`config.mk`:
```
export PLATFORM = sky130hd
export DESIGN_NAME = sr_latch_monitor
export DESIGN_NICKNAME = d
export VERILOG_FILES = /design/src/rtl/sr_latch_monitor.sv
export SDC_FILE = /design/constraint.sdc
export NUM_CORES = 1
export LEC_CHECK = 0
export BUFFER_PORTS_ARGS = -buffer_cell sky130_fd_sc_hd__clkbuf_2
export CELL_PAD_IN_SITES_DETAIL_PLACEMENT = 2
export CELL_PAD_IN_SITES_GLOBAL_PLACEMENT = 2
export CORE_UTILIZATION = 33
export CTS_BUF_LIST = sky130_fd_sc_hd__clkbuf_4
export DETAILED_ROUTE_END_ITERATION = 10
export GPL_TIMING_DRIVEN = 0
export PLACE_DENSITY = 0.74
export SLEW_MARGIN = 5
export SYNTH_ARGS = -nofsm -noshare
export SYNTH_HDL_FRONTEND = slang
export SYNTH_SLANG_ARGS = --single-unit
```
`constraint.sdc`:
```
create_clock -name CLK -period 1.8 [get_ports CLK]
set_input_delay 0.36 -clock CLK [delete_from_list [all_inputs] [get_ports CLK]]
set_output_delay 0.36 -clock CLK [all_outputs]
set_load 0.02 [all_outputs]
```
`src/rtl/sr_latch_monitor.sv`:
```
// sr_latch_monitor: clocked checker for a NAND SR latch.
// Samples the active-low S/R inputs and the latch outputs Q/P and keeps its own
// model of the latch. After each input change it waits SETTLE cycles, then
// compares every cycle and counts compares and failures in saturating counters.
// Optional feature: define SR_MON_FORBID_CHECK_EN so that each entry into
// S=R=0 pulses FORBID and counts as an error.
module sr_latch_monitor #(
   parameter int unsigned SETTLE = 2,  // legal 1..15
   parameter int unsigned CNT_W  = 8
) (
   input  logic             CLK,
   input  logic             RST,
   input  logic             S,
   input  logic             R,
   input  logic             Q,
   input  logic             P,
   output logic             EXP_Q,
   output logic             EXP_P,
   output logic             VALID,
   output logic             MISMATCH,
   output logic             FORBID,
   output logic [CNT_W-1:0] ERR_CNT,
   output logic [CNT_W-1:0] CHK_CNT
);

   localparam logic [3:0]       SettleLoad = 4'(SETTLE - 1);
   localparam logic [CNT_W-1:0] CntMax     = '1;
   localparam logic [CNT_W-1:0] CntOne     = CNT_W'(1);

   typedef enum logic [1:0] {
      StUnknown,
      StSettle,
      StCheck
   } state_e;

   state_e           state_q, state_d;
   logic [3:0]       cnt_q, cnt_d;
   logic             s_prev_q, r_prev_q;
   logic             exp_q_q, exp_q_d;
   logic             exp_p_q, exp_p_d;
   logic             valid_q, valid_d;
   logic             mismatch_q, mismatch_d;
   logic             forbid_q, forbid_d;
   logic [CNT_W-1:0] err_q, err_d;
   logic [CNT_W-1:0] chk_q, chk_d;

   logic change;
   logic do_cmp;
   logic fail;
   logic forbid_entry;

   // Latch model: next expected outputs from the sampled S/R and previous sample.
   always_comb begin
      change  = ({S, R} != {s_prev_q, r_prev_q});
      exp_q_d = exp_q_q;
      exp_p_d = exp_p_q;
      valid_d = valid_q;
      case ({S, R})
         2'b01: begin
            exp_q_d = 1'b1;
            exp_p_d = 1'b0;
            valid_d = 1'b1;
         end
         2'b10: begin
            exp_q_d = 1'b0;
            exp_p_d = 1'b1;
            valid_d = 1'b1;
         end
         2'b00: begin
            exp_q_d = 1'b1;
            exp_p_d = 1'b1;
            valid_d = 1'b1;
         end
         default: begin
            // Release of both inputs straight out of 0,0 races; outcome unknown.
            if (!s_prev_q && !r_prev_q) begin
               exp_q_d = 1'b0;
               exp_p_d = 1'b0;
               valid_d = 1'b0;
            end
         end
      endcase
   end

   // Settle FSM: any change restarts the window; compare once it has elapsed.
   always_comb begin
      state_d = state_q;
      cnt_d   = cnt_q;
      do_cmp  = 1'b0;
      if (change) begin
         if (valid_d) begin
            state_d = StSettle;
            cnt_d   = SettleLoad;
         end else begin
            state_d = StUnknown;
            cnt_d   = '0;
         end
      end else begin
         case (state_q)
            StSettle: begin
               if (cnt_q == 4'd0) begin
                  state_d = StCheck;
                  do_cmp  = 1'b1;
               end else begin
                  cnt_d = cnt_q - 4'd1;
               end
            end
            StCheck: do_cmp = 1'b1;
            default: ;
         endcase
      end
   end

   // Compare result, forbidden-entry flag and saturating counters.
   always_comb begin
      fail       = do_cmp && ({Q, P} != {exp_q_q, exp_p_q});
      mismatch_d = fail;
`ifdef SR_MON_FORBID_CHECK_EN
      forbid_entry = change && !S && !R;
`else
      forbid_entry = 1'b0;
`endif
      forbid_d = forbid_entry;
      chk_d    = chk_q;
      err_d    = err_q;
      if (do_cmp && (chk_q != CntMax)) begin
         chk_d = chk_q + CntOne;
      end
      // A change and a compare never share an edge, so at most one increment.
      if ((fail || forbid_entry) && (err_q != CntMax)) begin
         err_d = err_q + CntOne;
      end
   end

   // State registers with asynchronous reset.
   always_ff @(posedge CLK or posedge RST) begin
      if (RST) begin
         state_q    <= StUnknown;
         cnt_q      <= '0;
         s_prev_q   <= 1'b1;
         r_prev_q   <= 1'b1;
         exp_q_q    <= 1'b0;
         exp_p_q    <= 1'b0;
         valid_q    <= 1'b0;
         mismatch_q <= 1'b0;
         forbid_q   <= 1'b0;
         err_q      <= '0;
         chk_q      <= '0;
      end else begin
         state_q    <= state_d;
         cnt_q      <= cnt_d;
         s_prev_q   <= S;
         r_prev_q   <= R;
         exp_q_q    <= exp_q_d;
         exp_p_q    <= exp_p_d;
         valid_q    <= valid_d;
         mismatch_q <= mismatch_d;
         forbid_q   <= forbid_d;
         err_q      <= err_d;
         chk_q      <= chk_d;
      end
   end

   assign EXP_Q    = exp_q_q;
   assign EXP_P    = exp_p_q;
   assign VALID    = valid_q;
   assign MISMATCH = mismatch_q;
   assign FORBID   = forbid_q;
   assign ERR_CNT  = err_q;
   assign CHK_CNT  = chk_q;

endmodule
```
==> out/metrics.cfg, run 1 <==
[outcome]
status=finished with violations
violations=setup timing

[timing]
worst_pin_slew_ns=1.094
fin_crit_sh_pct=107.8
relSlewSlack_pct=27.00
hold_violations=0
fin_ws_ns=-0.1407
finClkSkew_ns=0.008911
rsz0062_at_grt=yes
setup-violations-final=14
tns_ns=-1.497
fmax_mhz=515.3
slew_violations=0
finalCriticalPeriod_ns=1.941

[setup_path]
cp.arrival_ns=2.18
crit_path_end_kind=flop
worstSetupPathType=flop to flop
crit_slowest_cell=dfrtp_1
cpPeakStageDelay_ns=0.47
cp-start-kind=flop
path_cells=ha_4 > and4bb_2 > o2111ai_4 > buf_8 > buf_4 > nor3_2 > a2bb2oi_2
r2r_slack_ns=-0.14
path_max_fanout=8
cp.required_ns=2.04

[global_route]
grt_pass1_vias=1298
overflow=0
grt_pass1_wl_um=6762
antenna_found_initial=0
track_usage_pct=20.56
grt_max_degree=29

[die]
core_area_um2=4086
dieHeight_um=67.92
die_x_um=67.92
ios=27
rows=23
die_area_um2=4612
start_util_pct=35.09

[routing]
vias_per_cell=5.052
drt_pre_antenna_iters=3
wirelength_um=4418
num_vias=1162
remaining_drc_errors=0
drt-initial-drc-count=29
wl_per_cell_um=19.21
antenna_left=0

[synthesis]
netlist_instances=132
syn-num-nets=144
syn_area_um2=1434
avgSynthCellArea_um2=10.86
yosysWarnings=0
synth-seq-cells=28
ys_types=31
ys_seq_area_share_pct=49.04

[placement]
gp_congestion=0.8205
io_buffers=25
placed_area_um2=1627
place_hpwl_um=2624
place_ws_ns=-0.2510

[pwr]
p_per_area_nw_per_um2=923.6
irDropWorstVdd_mv=0.5263
p_leak_nw=0.8895

[min_path]
hp-class=input pin to flop

[cells_and_area]
stdcell_area_um2=1977
nNetsFinal=193
seqCellArea_um2=703.2
synthToLayoutAreaGrowth_pct=37.87
layout_common_cells=dfrtp_1 (26), clkbuf_2 (25), buf_4 (19)
layout_commonest_cell=dfrtp_1
layout-drive-gt1-share_pct=46.67
antenna_cells=0
multiInputGateArea_um2=860.8
n_fill_cell=427

[clocking]
clkLatencyLatePin_ns=0.35
cts_tree=done
cts_sinks=28
h-tree-depth=1
path_clk_slew_ns=0.16
cts_buffers=3
cts_buffer_depth=2
root_buffer=clkbuf_4

[flow_run]
maxCapViolations=0

synthesized netlist by cell type:
master / instances / area [µm²]
o2111ai_4: 1 / 26.28
nand4_1: 2 / 12.51
mux2_1: 6 / 67.56
ha_1: 6 / 75.07
and2_1: 2 / 12.51
xor2_1: 12 / 105.1
dfrtp_1: 26 / 650.6
a21oi_1: 3 / 15.01
nand2_1: 8 / 30.03
a2bb2oi_1: 2 / 17.52
and4bb_1: 1 / 12.51
nor3_2: 1 / 10.01
nor3_1: 6 / 30.03
nor4_1: 2 / 12.51
a31oi_1: 1 / 6.260
inv_1: 8 / 30.03
nand2b_1: 2 / 12.51
and3_1: 1 / 6.260
nor2_1: 13 / 48.80
buf_6: 1 / 11.26
nor4_2: 3 / 37.54
conb_1: 1 / 3.750
or3b_1: 1 / 8.760
o21ai_0: 4 / 20.02
xnor2_1: 1 / 8.760
nand3_1: 11 / 55.05
buf_4: 1 / 7.510
a211oi_1: 1 / 7.510
dfstp_2: 2 / 52.55
xnor2_2: 2 / 32.53
nor3b_1: 1 / 7.510
per-stage QoR:
stage | util [%] | power, mW | hold slack, ns | instances
after floorplan | - | 1.166 | 0.3645 | 132
after global placement | 39.80 | 1.309 | 0.5023 | 207
after detailed placement | 39.80 | 1.352 | 0.5234 | 207
after CTS | 45.16 | 1.716 | 0.1572 | 222
after global routing | 48.38 | 1.945 | 0.1382 | 230
final | 48.38 | 1.826 | 0.1524 | 230
logic make-up after synthesis:
group                    count (synthesis)  share of synthesized area (%)
AND/OR/NAND/NOR                         54                          20.68
flip-flops                              28                          49.04
XOR/XNOR                                15                          10.21
AO/OA/AOI/OAI                           12                          6.458
buffers and inverters                   10                          3.403
adder cells (fa/ha/maj)                  6                          5.235
multiplexers                             6                          4.712
other                                    1                         0.2615
metal layers:
| layer | GRT usage (%) | vias up | share of wire, % |
|---|---|---|---|
| li1 | - | 549 | - |
| met1 | 23.46 | 586 | 39 |
| met2 | 36.14 | 19 | 56 |
| met3 | 4.000 | 8 | 2.2 |
| met4 | 10.68 | 0 | 2.7 |
| met5 | 0 | - | 0 |
layout make-up:
cell class,count,share of cell area [%]
tap,50,3.165
inverter,8,1.519
buffer,2,1.139
sequential,28,35.57
multi-input combinational,94,43.54
timing repair buffer,44,13.73
clock inverter,1,0.1899
clock buffer,3,1.139
sequential cells by signal, indices dropped and copies added, names as in the netlist, 2 cells and up:
name,cells
state_q,2
CHK_CNT,8
cnt_q,4
ERR_CNT,8
power by group:
part | leakage (nW) | switching (mW) | total, mW | internal (mW)
Combinational | 0.517 | 0.390 | 0.704 | 0.313
Sequential | 0.357 | 0.113 | 0.834 | 0.720
Clock | 0.0154 | 0.206 | 0.288 | 0.0820
critical path: cells and delay by family, from the launching register on:
family                   cells  cell delay [ns]
AO/OA/AOI/OAI                2             0.54
flip-flops                   1             0.47
AND/OR/NAND/NOR              2             0.30
buffers and inverters        2             0.34
adder cells (fa/ha/maj)      1             0.18
final timing paths:
path                                               end  depth (start not counted)                    from
min in group asynchronous       CHK_CNT[3]$_DFFE_PP0P_                          2                     RST
worst min-delay path                s_prev_q$_DFF_PP1_                          1                       S
worst max register to register  ERR_CNT[5]$_DFFE_PP0P_                          7  state_q[0]$_DFFE_PP0P_
max in group asynchronous       ERR_CNT[6]$_DFFE_PP0P_                          2                     RST
worst min register to register  CHK_CNT[0]$_DFFE_PP0P_                          1  CHK_CNT[0]$_DFFE_PP0P_
worst max-delay path            ERR_CNT[5]$_DFFE_PP0P_                          7  state_q[0]$_DFFE_PP0P_
timing repair:
item / in CTS / in global routing
endpoints found under the hold margin: 0 / 0
buffers inserted: 11 / 8
pin swaps: 13 / 6
resized for setup: 23 / 15
setup endpoints to repair: 14 / 16
hold buffers: 0 / 0
No activity file was read; power rests on OpenSTA's default activity.
==> inputs of run 2 (changes only) <==
- BUFFER_PORTS_ARGS: -buffer_cell sky130_fd_sc_hd__clkbuf_2 -> -buffer_cell sky130_fd_sc_hd__buf_2
==> out/metrics.cfg, run 2 (synthesized netlist as in run 1, its figures left out) <==
[timing]
rsz0062_at_grt=yes
tns_ns=-0.4871
finClkSkew_ns=0.003710
slew_violations=0
finalCriticalPeriod_ns=1.885
setup-violations-final=12
hold_violations=0
fin_ws_ns=-0.08521
fmax_mhz=530.4
fin_crit_sh_pct=104.7
relSlewSlack_pct=28.86
worst_pin_slew_ns=1.066

[setup_path]
path_cells=inv_2 > ha_4 > and4bb_1 > o2111ai_4 > buf_4 > nor2_4 > mux2_1
path_max_fanout=6
cp.required_ns=2.02
crit_path_end_kind=flop
worstSetupPathType=flop to flop
crit_slowest_cell=dfrtp_1
cp.arrival_ns=2.10
cp-start-kind=flop
cpPeakStageDelay_ns=0.43

[global_route]
grt_max_degree=29
met2_usage_pct=36.76
grt_pass1_wl_um=6492
grtUsageMet3_pct=2.667
track_usage_pct=19.69
busiest_layer=met2
antenna_found_initial=0
overflow=0
grt_pass1_vias=1265
met1_usage_pct=22.62

[clocking]
cts_buffer_depth=2
cts_tree=done
clkLatencyLatePin_ns=0.32
hold_buffers=0
cts_sinks=28
h-tree-depth=1
root_buffer=clkbuf_4
path_clk_slew_ns=0.15
cts_buffers=3

[die]
dieHeight_um=67.92
die_area_um2=4612
start_util_pct=35.09
die_x_um=67.92
ios=27
core_area_um2=4086
rows=23

[routing]
vias_per_cell=4.969
remaining_drc_errors=0
wirelength_um=4093
drt-initial-drc-count=23
drt_pre_antenna_iters=3
antenna_left=0
num_vias=1128
wl_per_cell_um=18.03

[cells_and_area]
nNetsFinal=190
layout-drive-gt1-share_pct=44.63
synthToLayoutAreaGrowth_pct=36.39
fin_util_pct=47.86
layout_common_cells=dfrtp_1 (26), buf_2 (26), buf_4 (13)
antenna_cells=0

[min_path]
hp-class=input pin to flop

[placement]
place_hpwl_um=2571
place_ws_ns=-0.2884
io_buffers=25
gp_congestion=0.8214

[flow_run]
maxCapViolations=0

[pwr]
p_per_area_nw_per_um2=907.4
p_leak_nw=0.9042
irDropWorstVdd_mv=0.4721

[outcome]
status=finished with violations
violations=setup timing

## run 2: layout make-up
type / instances / area [µm²]
plain buffers: 2 / 18.77
clock buffers: 4 / 30.03
fillers: 423 / 2131
inverters: 8 / 30.03
multi-input cells: 94 / 857.1
flip-flops and latches: 28 / 703.2
well taps: 50 / 62.56
repair buffers: 41 / 254.0
## run 2: path summary, 6_finish.rpt
check	from	endpoint	slack (ns)	cells past startpoint
worst max-delay path	state_q[1]$_DFFE_PP0P_	CHK_CNT[1]$_DFFE_PP0P_	-0.09	7
worst min-delay path	S	s_prev_q$_DFF_PP1_	0.18	1
max in group asynchronous	RST	ERR_CNT[2]$_DFFE_PP0P_	0.89	2
worst max register to register	state_q[1]$_DFFE_PP0P_	CHK_CNT[1]$_DFFE_PP0P_	-0.09	7
min in group asynchronous	RST	MISMATCH$_DFF_PP0_	0.28	2
worst min register to register	CHK_CNT[0]$_DFFE_PP0P_	CHK_CNT[0]$_DFFE_PP0P_	0.55	1
## run 2: repair_timing
action | CTS | global route
endpoints found under the setup margin | 14 | 14
gates cloned | 1 | 0
buffers inserted | 11 | 4
endpoints found under the hold margin | 0 | 0
gates resized for setup | 27 | 12
pin swaps | 14 | 5
## run 2: metal layers
layer	vias to the layer above	share of wire, %
li1	539	-
met1	577	42
met2	10	56
met3	2	1.6
met4	0	0.81
met5	-	0
## run 2: critical path: cells and delay by family, from the launching register on
| kind | cells | cell delay, ns |
|---|---|---|
| AOI/OAI and AO/OA | 1 | 0.19 |
| adders and majority gates | 1 | 0.13 |
| DFF | 1 | 0.43 |
| muxes | 1 | 0.34 |
| and+or+nand+nor | 2 | 0.40 |
| buffers and inverters | 2 | 0.30 |
## run 2: report_power, final
part | switching [mW] | total, mW | internal [mW]
logic | 0.373 | 0.659 | 0.286
registers | 0.116 | 0.836 | 0.720
clock network | 0.177 | 0.279 | 0.102
total | 0.666 | 1.77 | 1.11
## run 2: through the flow
step	power, mW	hold WS [ns]	cell area (µm²)	cells
after floorplan	1.166	0.3645	1439	132
after global placement	1.308	0.4988	1627	207
after detailed placement	1.346	0.5155	1627	207
after CTS	1.744	0.1601	1884	223
after global routing	1.876	0.1591	1956	227
final	1.774	0.1797	1956	227
